**config.mk**
```make
export PLATFORM = sky130hd
export DESIGN_NAME = wb_timeout
export DESIGN_NICKNAME = d
export VERILOG_FILES = /design/src/rtl/wb_timeout.sv
export SDC_FILE = /design/constraint.sdc
export NUM_CORES = 1
export LEC_CHECK = 0
export CORE_AREA = 3 3 89 91
export CTS_CLUSTER_DIAMETER = 80
export DETAILED_ROUTE_END_ITERATION = 7
export DIE_AREA = 0 0 92 94
export PLACE_DENSITY = 0.79
export SLEW_MARGIN = 30
export SYNTH_ARGS = -nofsm -noshare
export SYNTH_HDL_FRONTEND = slang
export SYNTH_SLANG_ARGS = --single-unit
export TNS_END_PERCENT = 5
```
**constraint.sdc**
```tcl
create_clock -name clk -period 5.1 [get_ports clk]
set_clock_uncertainty 0.15 [all_clocks]
set_input_delay 0.765 -clock clk [delete_from_list [all_inputs] [get_ports clk]]
set_output_delay 0.765 -clock clk [all_outputs]
set_load 0.005 [all_outputs]
```
**src/rtl/wb_timeout.sv**
```systemverilog
// Wishbone bus watchdog: combinational pass-through with registered
// timeout FSM that aborts stalled cycles with an error termination.
module wb_timeout #(
  parameter int DATA_WIDTH   = 32,
  parameter int ADDR_WIDTH   = 32,
  parameter int SELECT_WIDTH = DATA_WIDTH / 8,
  parameter int TIMEOUT      = 255
) (
  input  logic                    clk,
  input  logic                    rst,
  input  logic [ADDR_WIDTH-1:0]   wbm_adr_i,
  input  logic [DATA_WIDTH-1:0]   wbm_dat_i,
  output logic [DATA_WIDTH-1:0]   wbm_dat_o,
  input  logic                    wbm_we_i,
  input  logic [SELECT_WIDTH-1:0] wbm_sel_i,
  input  logic                    wbm_stb_i,
  output logic                    wbm_ack_o,
  output logic                    wbm_err_o,
  output logic                    wbm_rty_o,
  input  logic                    wbm_cyc_i,
  output logic [ADDR_WIDTH-1:0]   wbs_adr_o,
  input  logic [DATA_WIDTH-1:0]   wbs_dat_i,
  output logic [DATA_WIDTH-1:0]   wbs_dat_o,
  output logic                    wbs_we_o,
  output logic [SELECT_WIDTH-1:0] wbs_sel_o,
  output logic                    wbs_stb_o,
  input  logic                    wbs_ack_i,
  input  logic                    wbs_err_i,
  input  logic                    wbs_rty_i,
  output logic                    wbs_cyc_o,
  output logic                    timeout_o,
  output logic [15:0]             timeout_count_o
);

  localparam logic [1:0] S_IDLE   = 2'd0;
  localparam logic [1:0] S_ACTIVE = 2'd1;
  localparam logic [1:0] S_ABORT  = 2'd2;
  localparam logic [1:0] S_HOLD   = 2'd3;

  localparam int CW = (TIMEOUT < 1) ? 1 : $clog2(TIMEOUT + 1);
  localparam logic [CW-1:0] TMAX = CW'(TIMEOUT);
  localparam bit EN = (TIMEOUT != 0);

  logic [1:0]    r_state;
  logic [1:0]    w_next;
  logic [CW-1:0] r_cnt;
  logic [CW-1:0] w_cnt_next;
  logic [15:0]   r_tcnt;
  logic          w_req;
  logic          w_term;
  logic          w_pass;
  logic          w_abort;
  logic          w_go;

  assign w_req   = wbm_cyc_i & wbm_stb_i;
  assign w_term  = wbs_ack_i | wbs_err_i | wbs_rty_i;
  assign w_pass  = (r_state == S_IDLE) | (r_state == S_ACTIVE);
  assign w_abort = (r_state == S_ABORT);
  assign w_go    = w_req & ~w_term;

  // Next-state and stall-counter update
  always_comb begin
    w_next     = r_state;
    w_cnt_next = r_cnt;
    unique case (r_state)
      S_IDLE: begin
        if (EN && w_go) begin
          w_next     = S_ACTIVE;
          w_cnt_next = CW'(1);
        end else begin
          w_cnt_next = '0;
        end
      end
      S_ACTIVE: begin
        if (!w_go) begin
          w_next     = S_IDLE;
          w_cnt_next = '0;
        end else if (r_cnt == TMAX) begin
          w_next     = S_ABORT;
          w_cnt_next = '0;
        end else begin
          w_cnt_next = r_cnt + CW'(1);
        end
      end
      S_ABORT: begin
        w_cnt_next = '0;
        w_next     = w_req ? S_HOLD : S_IDLE;
      end
      S_HOLD: begin
        w_cnt_next = '0;
        if (!wbm_stb_i || !wbm_cyc_i) w_next = S_IDLE;
      end
      default: begin
        w_next     = S_IDLE;
        w_cnt_next = '0;
      end
    endcase
  end

  // State, stall counter and saturating abort counter
  always_ff @(posedge clk or posedge rst) begin
    if (rst) begin
      r_state <= S_IDLE;
      r_cnt   <= '0;
      r_tcnt  <= '0;
    end else begin
      r_state <= w_next;
      r_cnt   <= w_cnt_next;
      if (r_state == S_ACTIVE && w_next == S_ABORT &&
          r_tcnt != 16'hFFFF)
        r_tcnt <= r_tcnt + 16'd1;
    end
  end

  // Bus paths: straight through unless aborting or holding off
  always_comb begin
    wbs_adr_o       = wbm_adr_i;
    wbs_dat_o       = wbm_dat_i;
    wbs_sel_o       = wbm_sel_i;
    wbs_we_o        = w_pass & wbm_we_i;
    wbs_stb_o       = w_pass & wbm_stb_i;
    wbs_cyc_o       = w_pass & wbm_cyc_i;
    wbm_dat_o       = w_pass ? wbs_dat_i : '0;
    wbm_ack_o       = w_pass & wbs_ack_i;
    wbm_rty_o       = w_pass & wbs_rty_i;
    wbm_err_o       = w_abort | (w_pass & wbs_err_i);
    timeout_o       = w_abort;
    timeout_count_o = r_tcnt;
  end

endmodule

```
==> results.tsv <==
metric	value	unit
clk sinks	26	
synthesized area per cell	9.13	µm²
H-tree lvl count	1	
Post-DRT Antenna Nets	0	
Inserted Clock Buffers	3	
Seq/Total Area, Yosys	32.4	%
initial antenna violation count	1	
Peak Freq	319	MHz
first-pass GRT wire length	8.18	mm
multi-input logic area	810	µm²
CTS tree	yes	
clk slew on worst S/H paths	0.09	ns
core area	0.00721	mm²
root buffer cell	clkbuf_8	
Final Hold Fails	0	
Setup Viol. Count Final	0	
RSZ-0062 raised after global routing	false	
CP most frequent cell	clkdlybuf4s50_1	
Nets	357	
outcome	finished, final reports clean	
hold_sp	timeout_count_o[9]	
GR Util All Layers	12.2	%
DRT Pass-1 Iters	4	
Register Area	652	µm²
Worst-Margin Slew	0.689	ns
ANT cells	0	
row count	31	
Post-Syn Area	0.00201	mm²
Clock Tree Buf Depth	2	
buffers added on ports	94	
routed wire length	5.65	mm
wire per inst	16.4	µm
Post-DP HPWL	4.63	mm
Lkg Pwr	0.00107	µW
worst hold slack	0.357	ns
Syn Nets	330	
I/O pin count	231	
Max-cap violations	0	
via count	1503	
register bit count reported by yosys	26	
number of DRC markers in iteration 0	36	
Post-CTS Setup Bufs	0	
Initial Utilization	27.8	%
Die W	92	µm
CP max FO	5	
GR Overflow Total	0	
crit path capture type	output port	
Power per Cell Area	162	mW/mm²
Slew headroom	54.1	%
worst r2r src	r_state[1]	
crit-path cells	clkdlybuf4s50_1 -> nor2b_1 -> clkdlybuf4s50_1	
warnings from Yosys	0	
Yosys cell types	27	
type of origin of the critical path	input pin	
Post-CTS Hold Buffers	0	
Tcrit/Tclk final	61.6	%
number of global-route vias before repair	1558	
crit-path max cell delay	0.59	ns
kind of path behind the tightest hold check	reg -> reg	
share of layout cells above drive strength 1	5.28	%
crit path DAT	2.22	ns
Vias/cell	4.36	
CP max-delay cell	clkdlybuf4s50_1	
PostCTS Resize Cnt	0	
Tmin final	3.14	ns
Cells after Synth	220	
pin count of the biggest net entering global routing	34	
Setup TNS	0	ns
max-slew violations	0	
die height	94	µm
clock latency on the worst-skew pair	0.27	ns
worst setup path category	in -> out	
Worst EP required	4.18	ns
filler instances	748	
worst vdd ir	133	µV
Worst Setup SP	wbm_stb_i	
gpl congestion	0.775	
die area	0.00865	mm²
Synth-to-Final Area Change	29.5	%
Residual DRC	0	
[per-layer routing]
| metal | global-route usage [%] | vias to the layer above | routed length (µm) |
|---|---|---|---|
| met5 | 0 | - | 13 |
| met4 | 2.85 | 2 | 91 |
| met3 | 8.41 | 14 | 877 |
| met2 | 18.9 | 107 | 2630 |
| met1 | 13.6 | 690 | 2040 |
| li1 | - | 690 | - |
[cell type report]
type,instances,share of cell area (%)
sequential,26,25.1
tap,99,4.76
timing repair buffer,95,36.5
clock buffer,4,2.12
inverter,3,0.433
multi-input combinational,118,31.1
[cell usage after synthesis (all sizes together)]
| cell type | number | area share (%) |
|---|---|---|
| dfrtp | 26 | 32 |
| and3 | 7 | 2.2 |
| nand2 | 6 | 1.1 |
| nand4b | 1 | 0.44 |
| o211a | 1 | 0.50 |
| xnor2 | 15 | 6.5 |
| nor4 | 1 | 1.1 |
| buf | 69 | 26 |
| nand2b | 2 | 0.62 |
| o21ai | 1 | 0.25 |
| nand3 | 11 | 2.7 |
| and2 | 1 | 0.31 |
| nor2 | 13 | 2.4 |
| clkbuf | 4 | 0.75 |
| nand4 | 8 | 3.6 |
| inv | 3 | 0.56 |
| nor3 | 1 | 0.25 |
| mux2 | 2 | 1.1 |
| a21oi | 1 | 0.25 |
| nor2b | 39 | 12 |
| xor2 | 4 | 1.7 |
| mux2i | 1 | 0.50 |
| ha | 2 | 1.2 |
| a311oi | 1 | 1.3 |
[through the flow]
step           utilization, %  cells  setup WS [ns]  power [µW]  cell area [µm²]
6_report                 36.0    345           1.96         422             2600
5_1_grt                  36.0    345           1.94         443             2600
4_1_cts                  36.0    345           1.82         430             2600
3_5_place_dp             35.3    341           1.97         294             2540
3_3_place_gp             35.3    341           2.02         293             2540
2_1_floorplan               -    220           2.85         272             2010
[sequential cells by signal (all words and copies together), names as in the netlist]
register	cells
r_state	2
timeout_count_o	16
r_cnt	8
[path summary, 6_finish.rpt]
| kind | end | slack [ns] | cells past startpoint |
|---|---|---|---|
| worst max-delay path | wbs_stb_o | 1.96 | 3 |
| worst min-delay path | timeout_count_o[9] | 0.36 | 1 |
| worst max register to register | timeout_count_o[3] | 2.71 | 5 |
| worst min register to register | timeout_count_o[9] | 0.36 | 1 |
| max in group asynchronous | r_state[1] | 3.71 | 2 |
| min in group asynchronous | timeout_count_o[4] | 0.71 | 2 |
[cells by family (layout without fill, tap and decap cells)]
logic type / Yosys count / after routing / synth area share (%)
AND/OR/NAND/NOR: 90 / 90 / 26.9
buffers and inverters: 76 / 102 / 27.3
flip-flops: 26 / 26 / 32.4
XOR/XNOR: 19 / 19 / 8.29
AO/OA/AOI/OAI: 4 / 4 / 2.31
multiplexers: 3 / 3 / 1.62
adder cells (fa/ha/maj): 2 / 2 / 1.25
[report_power, final]
part           leakage (µW)  internal (µW)  switching [µW]
clock network     0.0000288           69.1            64.5
registers          0.000356            206           0.330
logic              0.000682           58.8            23.0
[worst max-delay path, delay by kind of cell]
kind          cells  cell delay, ns
buf+inv           2            1.15
simple gates      1            0.31
[cell usage in the layout (no fill, tap or decap), drive strengths merged, types with 2 or more instances in the layout]
| master | count |
|---|---|
| nor2b | 39 |
| xor2 | 4 |
| nand2 | 6 |
| nor2 | 13 |
| clkbuf | 4 |
| nand2b | 2 |
| xnor2 | 15 |
| nand4 | 8 |
| and3 | 7 |
| inv | 3 |
| nand3 | 11 |
| mux2 | 2 |
| ha | 2 |
| dfrtp | 26 |
| clkdlybuf4s50 | 94 |
No activity file was read; power rests on OpenSTA's default activity.
